`config.mk`:
```
export PLATFORM = sky130hd
export DESIGN_NAME = pipeline_hazard_unit
export DESIGN_NICKNAME = d
export VERILOG_FILES = /design/src/rtl/pipeline_hazard_unit.sv
export SDC_FILE = /design/constraint.sdc
export NUM_CORES = 1
export LEC_CHECK = 0
export ABC_CLOCK_PERIOD_IN_PS = 2900
export BUFFER_PORTS_ARGS = -buffer_cell sky130_fd_sc_hd__buf_2
export CORE_MARGIN = 4
export CORE_UTILIZATION = 41
export DETAILED_ROUTE_END_ITERATION = 12
export SLEW_MARGIN = 20
export SYNTH_ARGS = -nofsm -noshare
export SYNTH_HDL_FRONTEND = slang
export SYNTH_SLANG_ARGS = --single-unit
export TNS_END_PERCENT = 30
```
`constraint.sdc`:
```
create_clock -name clock -period 2.9 [get_ports clock]
set_clock_uncertainty 0.1 [all_clocks]
set_input_delay 0.29 -clock clock [delete_from_list [all_inputs] [get_ports clock]]
set_output_delay 0.29 -clock clock [all_outputs]
set_load 0.02 [all_outputs]
```
`src/rtl/pipeline_hazard_unit.sv`:
```
// Load-use stall, taken-branch flush and MX/WX bypass control for the
// five-stage RV32I pipeline, with saturating stall/flush counters.
module pipeline_hazard_unit #(
    parameter int          DATAW     = 32,
    parameter int          ADDRW     = $clog2(DATAW),
    parameter int unsigned BYPASS_EN = 1,
    parameter int          CNTW      = 16
) (
    input  logic             clock,
    input  logic             reset,
    input  logic [6:0]       opcode_fd,
    input  logic [ADDRW-1:0] addr_rs1_fd,
    input  logic [ADDRW-1:0] addr_rs2_fd,
    input  logic [ADDRW-1:0] addr_rd_fd,
    input  logic             pc_sel,
    output logic             stall_pc,
    output logic             stall_fd,
    output logic             flush_fd,
    output logic             bubble_dx,
    output logic [1:0]       a_fwd_sel,
    output logic [1:0]       b_fwd_sel,
    output logic [CNTW-1:0]  stall_count,
    output logic [CNTW-1:0]  flush_count
);

    localparam logic [6:0] OP_NOP    = 7'b0000000;
    localparam logic [6:0] OP_LOAD   = 7'b0000011;
    localparam logic [6:0] OP_STORE  = 7'b0100011;
    localparam logic [6:0] OP_BRANCH = 7'b1100011;
    localparam logic [6:0] OP_SYSTEM = 7'b1110011;
    localparam logic [6:0] OP_REG    = 7'b0110011;
    localparam logic [6:0] OP_LUI    = 7'b0110111;
    localparam logic [6:0] OP_AUIPC  = 7'b0010111;
    localparam logic [6:0] OP_JAL    = 7'b1101111;

    localparam logic [1:0] SEL_REG = 2'b00;
    localparam logic [1:0] SEL_WX  = 2'b10;
    localparam logic [1:0] SEL_MX  = 2'b11;

    localparam logic [CNTW-1:0] CNT_MAX = '1;
    localparam logic [CNTW-1:0] CNT_ONE = CNTW'(1);

    typedef struct packed {
        logic [ADDRW-1:0] rs1;
        logic [ADDRW-1:0] rs2;
        logic             uses_rs1;
        logic             uses_rs2;
        logic [ADDRW-1:0] rd;
        logic             writes_reg;
        logic             is_load;
    } dx_t;

    // Later stages only need what forwarding and the stall checks read.
    typedef struct packed {
        logic [ADDRW-1:0] rd;
        logic             writes_reg;
    } wb_t;

    dx_t             dx_q, dx_d, fd;
    wb_t             xm_q, xm_d, mw_q, mw_d;
    logic [CNTW-1:0] stall_cnt_q, stall_cnt_d;
    logic [CNTW-1:0] flush_cnt_q, flush_cnt_d;

    logic haz, haz_byp, haz_nob, bubble;
    logic a_mx, a_wx, b_mx, b_wx;

    function automatic logic hit_any(input logic [ADDRW-1:0] a,
                                     input dx_t dx,
                                     input wb_t xm,
                                     input wb_t mw);
        return (dx.writes_reg && a == dx.rd) ||
               (xm.writes_reg && a == xm.rd) ||
               (mw.writes_reg && a == mw.rd);
    endfunction

    always_comb begin
        fd            = '0;
        fd.rs1        = addr_rs1_fd;
        fd.rs2        = addr_rs2_fd;
        fd.rd         = addr_rd_fd;
        fd.writes_reg = !(opcode_fd == OP_STORE || opcode_fd == OP_BRANCH ||
                          opcode_fd == OP_SYSTEM || opcode_fd == OP_NOP) &&
                        (addr_rd_fd != '0);
        fd.uses_rs1   = !(opcode_fd == OP_LUI || opcode_fd == OP_AUIPC ||
                          opcode_fd == OP_JAL || opcode_fd == OP_NOP);
        fd.uses_rs2   = (opcode_fd == OP_REG || opcode_fd == OP_STORE ||
                         opcode_fd == OP_BRANCH);
        fd.is_load    = (opcode_fd == OP_LOAD);
    end

    always_comb begin
        haz_byp = dx_q.is_load && dx_q.writes_reg &&
                  ((fd.uses_rs1 && fd.rs1 == dx_q.rd) ||
                   (fd.uses_rs2 && fd.rs2 == dx_q.rd));
        // Without write-through the consumer waits until the producer leaves MW.
        haz_nob = (fd.uses_rs1 && hit_any(fd.rs1, dx_q, xm_q, mw_q)) ||
                  (fd.uses_rs2 && hit_any(fd.rs2, dx_q, xm_q, mw_q));
        haz     = (BYPASS_EN != 0) ? haz_byp : haz_nob;
        bubble  = pc_sel || haz;
    end

    always_comb begin
        a_mx = dx_q.uses_rs1 && xm_q.writes_reg && dx_q.rs1 == xm_q.rd;
        a_wx = dx_q.uses_rs1 && mw_q.writes_reg && dx_q.rs1 == mw_q.rd;
        b_mx = dx_q.uses_rs2 && xm_q.writes_reg && dx_q.rs2 == xm_q.rd;
        b_wx = dx_q.uses_rs2 && mw_q.writes_reg && dx_q.rs2 == mw_q.rd;
    end

    always_comb begin
        stall_pc  = !reset && !pc_sel && haz;
        stall_fd  = !reset && !pc_sel && haz;
        flush_fd  = !reset && pc_sel;
        bubble_dx = !reset && bubble;
        a_fwd_sel = SEL_REG;
        b_fwd_sel = SEL_REG;
        if (!reset && BYPASS_EN != 0) begin
            a_fwd_sel = a_mx ? SEL_MX : (a_wx ? SEL_WX : SEL_REG);
            b_fwd_sel = b_mx ? SEL_MX : (b_wx ? SEL_WX : SEL_REG);
        end
    end

    always_comb begin
        dx_d        = bubble ? '0 : fd;
        xm_d.rd         = dx_q.rd;
        xm_d.writes_reg = dx_q.writes_reg;
        mw_d        = xm_q;
        stall_cnt_d = stall_cnt_q;
        flush_cnt_d = flush_cnt_q;
        if (haz && !pc_sel && stall_cnt_q != CNT_MAX) begin
            stall_cnt_d = stall_cnt_q + CNT_ONE;
        end
        if (pc_sel && flush_cnt_q != CNT_MAX) begin
            flush_cnt_d = flush_cnt_q + CNT_ONE;
        end
    end

    always_ff @(posedge clock) begin
        if (reset) begin
            dx_q        <= '0;
            xm_q        <= '0;
            mw_q        <= '0;
            stall_cnt_q <= '0;
            flush_cnt_q <= '0;
        end else begin
            dx_q        <= dx_d;
            xm_q        <= xm_d;
            mw_q        <= mw_d;
            stall_cnt_q <= stall_cnt_d;
            flush_cnt_q <= flush_cnt_d;
        end
    end

    assign stall_count = stall_cnt_q;
    assign flush_count = flush_cnt_q;

endmodule

```
==> results of run 1 <==
[power by group]
part	internal [mW]	switching [mW]	total, mW
combinational	0.0535	0.0586	0.112
sequential	0.882	0.0166	0.899
clock	0.531	0.324	0.854
[worst reg2reg max path: cells and delay by family, from the launching register on]
| kind | cells | cell delay, ps |
|---|---|---|
| and+or+nand+nor | 4 | 1140 |
| DFF | 1 | 410 |
| muxes | 1 | 310 |
| AOI/OAI and AO/OA | 1 | 240 |
| adders and majority gates | 1 | 210 |
[worst max path at each step]
| stage | start | end | cells past startpoint |
|---|---|---|---|
| 3_5_place_dp | stall_count[0]$_SDFFE_PP0P_ | stall_count[8]$_SDFFE_PP0P_ | 7 |
| 3_3_place_gp | stall_count[0]$_SDFFE_PP0P_ | stall_count[8]$_SDFFE_PP0P_ | 7 |
| 2_1_floorplan | stall_count[0]$_SDFFE_PP0P_ | stall_count[1]$_SDFFE_PP0P_ | 10 |
| 5_1_grt | stall_count[0]$_SDFFE_PP0P_ | stall_count[8]$_SDFFE_PP0P_ | 7 |
| 6_report | stall_count[0]$_SDFFE_PP0P_ | stall_count[8]$_SDFFE_PP0P_ | 7 |
| 4_1_cts | stall_count[0]$_SDFFE_PP0P_ | stall_count[8]$_SDFFE_PP0P_ | 7 |
[metrics by stage]
stage / hold WS (ps) / power (mW)
final: 76.1 / 1.87
after global routing: 80.3 / 1.94
after CTS: 58.2 / 1.89
after detailed placement: 383 / 1.03
after global placement: 383 / 1.03
after floorplan: 285 / 0.985
[cell usage after synthesis, types with 6 or more instances]
cell	n
nor2b_1	16
nor3_1	8
xor2_1	17
nand2_1	10
xnor2_1	28
nand4_1	7
or3_1	9
nand3_1	19
clkbuf_1	6
and3_1	6
and2_1	16
a21oi_1	14
o21ai_1	7
nor2_1	30
dfxtp_1	63
[registers in the layout, indices dropped and copies added, names as in the netlist]
register / cells
dx_q: 19
flush_count: 16
stall_count: 16
mw_d: 6
mw_q: 6
[area by class of cell]
cell class,count,area (sq um),share of cell area
clock inverter,3,65.1,0.0185
inverter,5,18.8,0.00534
timing repair buffer,66,335,0.0954
multi-input combinational,236,1560,0.443
tap,96,120,0.0342
clock buffer,13,159,0.0452
sequential,63,1260,0.359
[layer usage]
layer	part of all wire	wire length [um]
met4	0.021	130
met1	0.49	3010
met5	0	0
met2	0.44	2690
met3	0.050	307
[kinds of logic (layout without fill, tap and decap cells)]
family	after synthesis	after routing	share of synthesized area
adders and majority gates	2	2	0.00861
muxes	4	4	0.0159
AOI/OAI and AO/OA	38	38	0.0853
buffers and inverters	15	87	0.0306
and+or+nand+nor	147	147	0.290
xor gates and xnor gates	45	45	0.136
DFF	63	63	0.434
==> flow_summary.json, run 1 <==
{
  "status": "finished, final reports clean",
  "crit_type": "reg -> reg",
  "grt_max_degree": 30,
  "setup_ws_ps": 378,
  "fin_util": 0.514,
  "critPathMaxFanout": 27,
  "cts_hold_buf": 0,
  "synth_top_cell_by_area": "dfxtp_1",
  "synth_nets": 341,
  "gp_congestion": 0.785,
  "drive_above_1_share": 0.228,
  "antenna_found_initial": 0,
  "drtPass1Iterations": 4,
  "grt_pass1_vias": 2275,
  "hold_viol": 0,
  "synth_top_area_share": 0.434,
  "min-delay-start": "addr_rd_fd[4]",
  "grt_usage": 0.151,
  "postPlaceCellArea_sq_um": 3290,
  "cts_resized": 0,
  "wl_per_cell_um": 12.8,
  "worstMarginPinSlew_ps": 613,
  "grt_use_met1": 0.201,
  "via_per_inst": 4.87,
  "synthTopCellsByArea": "dfxtp_1, xnor2_1, xor2_1",
  "cts.sinks": 63,
  "min_period_ps": 2520,
  "busiest_layer": "met2",
  "netlist_area_sq_um": 2910,
  "hp-class": "in -> reg",
  "hold_depth": 2,
  "cts_buffer_depth": 2,
  "whs_endpoint": "dx_q[6]$_SDFF_PP0_",
  "reg2regPathDepth": 7,
  "drt_iter0_drc": 43,
  "ir_drop_v": 0.000253,
  "use_met2": 0.225,
  "htreeDepth": 3,
  "end_kind": "flip-flop",
  "cp_slowest_cell": "or3_1",
  "worstPathRequired_ps": 3020,
  "tns_ps": 0,
  "ant_nets": 0,
  "grt_pass1_wl_um": 10400,
  "fmax_mhz": 397,
  "grt_overflow": 0,
  "startpoint_type": "flip-flop",
  "clk_latency_ps": 340,
  "area_delta_synth_final_pct": 21.0,
  "worstPathCellList": "ha_1 > nand3_2 > or3_1 > or3_4 > o21ai_4 > nor3_2 > mux2_4",
  "layout.cells.most_common": "buf_2",
  "numCtsBuffers": 9,
  "path_buf_inv": 0,
  "r2r_start": "stall_count[0]$_SDFFE_PP0P_",
  "timing.rr.end": "stall_count[8]$_SDFFE_PP0P_",
  "final_cell_mix": "buf_2, dfxtp_1, nor2_1",
  "clock-root-buffer": "clkbuf_8",
  "ios": 65,
  "start_util": 0.425,
  "slowest_delay_ps": 490,
  "fin_nets": 408,
  "synth_edf_count": 0,
  "async_flop_share": 0,
  "power_density_nw_per_um2": 531,
  "netlist_instances": 314,
  "synth_cell_type_count": 51,
  "diodes": 0,
  "max_cap_viol_count": 0,
  "yosysWarningCount": 0,
  "maxSlewHeadroom": 0.590,
  "vias": 2349,
  "r2r_slack_ps": 380,
  "clkTransAtPathRegs_ps": 80,
  "die_h_um": 92.2,
  "worstPathArrival_ps": 2640,
  "period_share": 0.870,
  "post_synth.cell_area_avg_sq_um": 9.25,
  "ys_ff_latch": 63,
  "instances_no_fill": 482,
  "post-cts-setup-buffers": 0,
  "dieArea_sq_um": 8500,
  "routed_wl_um": 6150,
  "dpl.hpwl_um": 4630,
  "portBuffers": 64,
  "core_area_sq_um": 6830,
  "grt_setup_unrepaired": "no",
  "dp.cells": 466,
  "cts_tree": "built",
  "setup_violations": 0,
  "crit_family": "simple AND/OR/NAND/NOR gates",
  "use_met3": 0.0336,
  "drv_slew": 0,
  "synth_ff_type": "dfxtp_1",
  "p_leak_nw": 1.48,
  "stdcell_area_sq_um": 3510,
  "place_ws_ps": 399,
  "fp-row-count": 30,
  "remaining_drc_errors": 0,
  "yosysSeqAreaShare": 0.434,
  "die_w_um": 92.2,
  "fill_cells": 690
}
Note: power is estimated with default switching activity, not from simulation.
==> inputs of run 2 (changes only) <==
CELL_PAD_IN_SITES_DETAIL_PLACEMENT = 1   (was default)
CELL_PAD_IN_SITES_GLOBAL_PLACEMENT = 2   (was default)
CORE_UTILIZATION = 32   (was 41)
PLACE_DENSITY_LB_ADDON = 0.1   (was default)
==> run 2 against run 1 <==
  * Via count is 3.8% higher
  * Cell area is 0.32% lower
  * Flip-flop and latch count stayed put
  * Critical path depth stayed put
  * Clock-buffer cell count is 1 lower
  * Sequential power hardly changed
  * Total power is 5.1% lower
  * Cell count is 2.7% higher
  * Sequential share of layout area is 0.12 points higher
  * Clock power is 11% lower
  * Register-to-register slack worse by 40 ps
  * Critical endpoint unchanged
==> flow_summary.json, run 2 (same netlist as run 1, synthesis figures left out) <==
{
  "status": "finished, final reports clean",
  "die_w_um": 103,
  "fin_nets": 409,
  "grt_pass1_wl_um": 12200,
  "end_kind": "flip-flop",
  "drive_above_1_share": 0.230,
  "gp_congestion": 0.759,
  "largest_reg_flops": 19,
  "worstPathArrival_ps": 2680,
  "instances_no_fill": 495,
  "postPlaceCellArea_sq_um": 3310,
  "hp-class": "in -> reg",
  "fin_util": 0.400,
  "portBuffers": 64,
  "switching_share": 0.235,
  "tns_ps": 0,
  "fp-row-count": 34,
  "clock-root-buffer": "clkbuf_8",
  "core_area_sq_um": 8760,
  "power_mw": 1.77,
  "vias": 2439,
  "whs_ps": 78.2,
  "grt_pass1_vias": 2427,
  "drv_slew": 0,
  "p_seq_frac": 0.508,
  "setup_violations": 0,
  "max_cap_viol_count": 0,
  "period_share": 0.884,
  "crit_type": "reg -> reg",
  "critPathMaxFanout": 27,
  "grt_max_degree": 28,
  "crit_family": "simple AND/OR/NAND/NOR gates",
  "cts.sinks": 63,
  "clkTransAtPathRegs_ps": 70,
  "setup_ws_ps": 337,
  "htreeDepth": 3,
  "cts_hold_buf": 0,
  "worstMarginPinSlew_ps": 653,
  "comb_power_share": 0.065,
  "ant_nets": 0,
  "switchingPower_mw": 0.417,
  "dpl.hpwl_um": 5570,
  "path_buf_inv": 0,
  "stdcell_area_sq_um": 3500,
  "grt_setup_unrepaired": "no",
  "area_delta_synth_final_pct": 20.6,
  "cts_buffer_depth": 2,
  "dp.cells": 479,
  "cp_slowest_cell": "or3_1",
  "grt_usage": 0.147,
  "antenna_found_initial": 0,
  "top_register": "dx_q",
  "dieArea_sq_um": 10700,
  "fmax_mhz": 390,
  "remaining_drc_errors": 0,
  "hold_viol": 0,
  "numCtsBuffers": 9,
  "final_cell_mix": "buf_2, dfxtp_1, nor2_1",
  "layout.cells.most_common": "buf_2",
  "place_ws_ps": 338,
  "ir_drop_v": 0.000169,
  "routed_wl_um": 7350,
  "slowest_delay_ps": 500,
  "post-cts-setup-buffers": 0,
  "grt_overflow": 0,
  "power_density_nw_per_um2": 505,
  "maxSlewHeadroom": 0.563,
  "cts_resized": 0,
  "via_per_inst": 4.93,
  "p_leak_nw": 1.47,
  "internal_power_mw": 1.35,
  "ios": 65,
  "wl_per_cell_um": 14.9,
  "diodes": 0,
  "worstPathRequired_ps": 3020,
  "pwr-share-clk": 0.427,
  "cts_tree": "built",
  "min_period_ps": 2560,
  "clk_latency_ps": 330,
  "drtPass1Iterations": 5,
  "die_h_um": 103,
  "worstPathCellList": "ha_1 > nand3_2 > or3_1 > or3_4 > o21ai_4 > nor3_2 > mux2_4",
  "drt_iter0_drc": 30,
  "startpoint_type": "flip-flop",
  "start_util": 0.332
}
[run 2: worst reg2reg max path, cell delays in order, from the launching register on]
cell and delay [ps]:
dfxtp_1 410, ha_1 220, nand3_2 130, or3_1 500
or3_4 440, o21ai_4 250, nor3_2 90, mux2_4 310
[run 2: path summary, 6_finish.rpt]
path | slack, ps | depth (start not counted) | from | endpoint
min reg2reg | 400 | 1 | dx_q[1]$_SDFF_PP0_ | mw_d[0]$_SDFF_PP0_
max reg2reg | 340 | 7 | stall_count[0]$_SDFFE_PP0P_ | stall_count[8]$_SDFFE_PP0P_
max | 340 | 7 | stall_count[0]$_SDFFE_PP0P_ | stall_count[8]$_SDFFE_PP0P_
min | 80 | 2 | addr_rd_fd[1] | dx_q[3]$_SDFF_PP0_
[run 2: power by group through the flow]
stage	clock network, mW	registers (mW)	logic, mW
6_report	0.756	0.899	0.116
5_1_grt	0.827	0.902	0.131
4_1_cts	0.786	0.899	0.118
3_5_place_dp	0	0.919	0.118
3_3_place_gp	0	0.919	0.116
2_1_floorplan	0	0.918	0.0665
[run 2: metal layers]
metal / vias to the layer above / part of all wire / global-route usage
li1: 1224 / - / -
met1: 1159 / 0.50 / 0.208
met2: 44 / 0.45 / 0.220
met3: 12 / 0.036 / 0.0295
met4: 0 / 0.014 / 0.0568
met5: - / 0 / 0
[run 2: layout make-up]
class	count	area, sq um
clock inverters	4	45.0
well taps	108	135
flip-flops and latches	63	1260
multi-input cells	236	1560
fillers	1064	5260
repair buffers	67	343
inverters	5	18.8
clock buffers	12	145
==> inputs of run 3 (changes only) <==
BUFFER_PORTS_ARGS = -buffer_cell sky130_fd_sc_hd__buf_4   (was -buffer_cell sky130_fd_sc_hd__buf_2)
CAP_MARGIN = 30   (was default)
CORE_MARGIN = 10   (was 4)
==> run 3 against run 2 <==
  * Largest cell class unchanged
  * Utilization is 2.0 points higher
  * Fmax is 0.26% higher
  * Total power is 5.8% higher
  * Cell area is 5.0% higher
  * Sequential power hardly changed
  * Routed wire length is 6.7% higher
  * Sequential share of layout area is 1.7 points lower
  * Combinational power is 9% higher
  * Die area is 25% higher
==> flow_summary.json, run 3 (same netlist as run 1, synthesis figures left out) <==
{
  "status": "finished, final reports clean",
  "largest_reg_flops": 19,
  "cts_buffer_depth": 2,
  "routed_wl_um": 7850,
  "p_leak_nw": 1.48,
  "area_delta_synth_final_pct": 26.6,
  "cts_tree": "built",
  "grt_setup_unrepaired": "no",
  "layout.cells.most_common": "buf_4",
  "remaining_drc_errors": 0,
  "worstPathArrival_ps": 2680,
  "numCtsBuffers": 9,
  "end_kind": "flip-flop",
  "worstMarginPinSlew_ps": 661,
  "core_area_sq_um": 8760,
  "via_per_inst": 4.95,
  "drt_iter0_drc": 56,
  "cts.sinks": 63,
  "crit_type": "reg -> reg",
  "stdcell_area_sq_um": 3680,
  "grt_usage": 0.120,
  "fp-row-count": 34,
  "setup_violations": 0,
  "fill_cells": 1032,
  "diodes": 0,
  "clk_latency_ps": 340,
  "antenna_found_initial": 0,
  "drtPass1Iterations": 4,
  "portBuffers": 64,
  "die_h_um": 115,
  "max_cap_viol_count": 0,
  "fin_nets": 408,
  "clkTransAtPathRegs_ps": 70,
  "gp_congestion": 0.780,
  "die_w_um": 115,
  "period_share": 0.881,
  "drive_above_1_share": 0.226,
  "vias": 2440,
  "ir_drop_v": 0.000203,
  "cts_resized": 0,
  "startpoint_type": "flip-flop",
  "worstPathRequired_ps": 3030,
  "min_period_ps": 2560,
  "wl_per_cell_um": 15.9,
  "maxSlewHeadroom": 0.558,
  "tns_ps": 0,
  "dpl.hpwl_um": 5940,
  "power_density_nw_per_um2": 509,
  "clock-root-buffer": "clkbuf_8",
  "htreeDepth": 3,
  "grt_max_degree": 46,
  "ios": 65,
  "final_cell_mix": "buf_4, dfxtp_1, nor2_1",
  "hp-class": "in -> reg",
  "post-cts-setup-buffers": 0,
  "grt_pass1_wl_um": 13000,
  "postPlaceCellArea_sq_um": 3470,
  "ant_nets": 0,
  "dieArea_sq_um": 13300,
  "hold_viol": 0,
  "drv_slew": 0,
  "grt_overflow": 0,
  "cts_hold_buf": 0,
  "top_register": "dx_q",
  "critPathMaxFanout": 27,
  "start_util": 0.332,
  "grt_pass1_vias": 2597,
  "fmax_mhz": 391
}
run 3: metal layers:
layer | vias to the layer above | global-route usage | part of all wire
met5 | - | 0 | 0
met4 | 0 | 0.0421 | 0.014
met3 | 9 | 0.0401 | 0.048
met2 | 43 | 0.187 | 0.46
met1 | 1159 | 0.152 | 0.48
li1 | 1229 | - | -
run 3: worst max-delay path, cell delays in order, from the launching register on:
cell and delay (ps):
dfxtp_1 410, ha_1 210, nand3_2 120, or3_1 490, or3_4 440, o21ai_4 260, nor3_2 90, mux2_4 310
run 3: final timing paths:
| path | slack, ps | cells after the start | endpoint | start |
|---|---|---|---|---|
| hold reg to reg | 390 | 1 | mw_d[0]$_SDFF_PP0_ | dx_q[1]$_SDFF_PP0_ |
| hold / removal | 60 | 2 | dx_q[3]$_SDFF_PP0_ | addr_rd_fd[1] |
| setup / recovery | 340 | 7 | stall_count[8]$_SDFFE_PP0P_ | stall_count[0]$_SDFFE_PP0P_ |
| setup reg to reg | 340 | 7 | stall_count[8]$_SDFFE_PP0P_ | stall_count[0]$_SDFFE_PP0P_ |
run 3: metrics by stage:
stage	hold WS (ps)	worst slack [ps]	utilization	cells	total power [mW]
finish	64.9	344	0.420	493	1.87
global route	50.7	184	0.420	493	1.95
CTS	53.3	335	0.420	493	1.90
detailed placement	385	371	0.395	478	1.05
global placement	382	399	0.395	478	1.05
floorplan	285	393	-	314	0.985
run 3: cell type report:
type	instances	area (sq um)	share of cell area
well taps	108	135	0.0367
repair buffers	66	495	0.135
multi-input cells	236	1560	0.423
clock inverters	3	67.6	0.0184
clock buffers	12	145	0.0395
flip-flops and latches	63	1260	0.343
inverters	5	18.8	0.00510
run 3: where the power goes:
part	internal (mW)	leakage, nW	switching, mW	total, mW
combinational	0.0652	0.867	0.0617	0.127
clock	0.504	0.103	0.342	0.846
sequential	0.882	0.512	0.0181	0.900
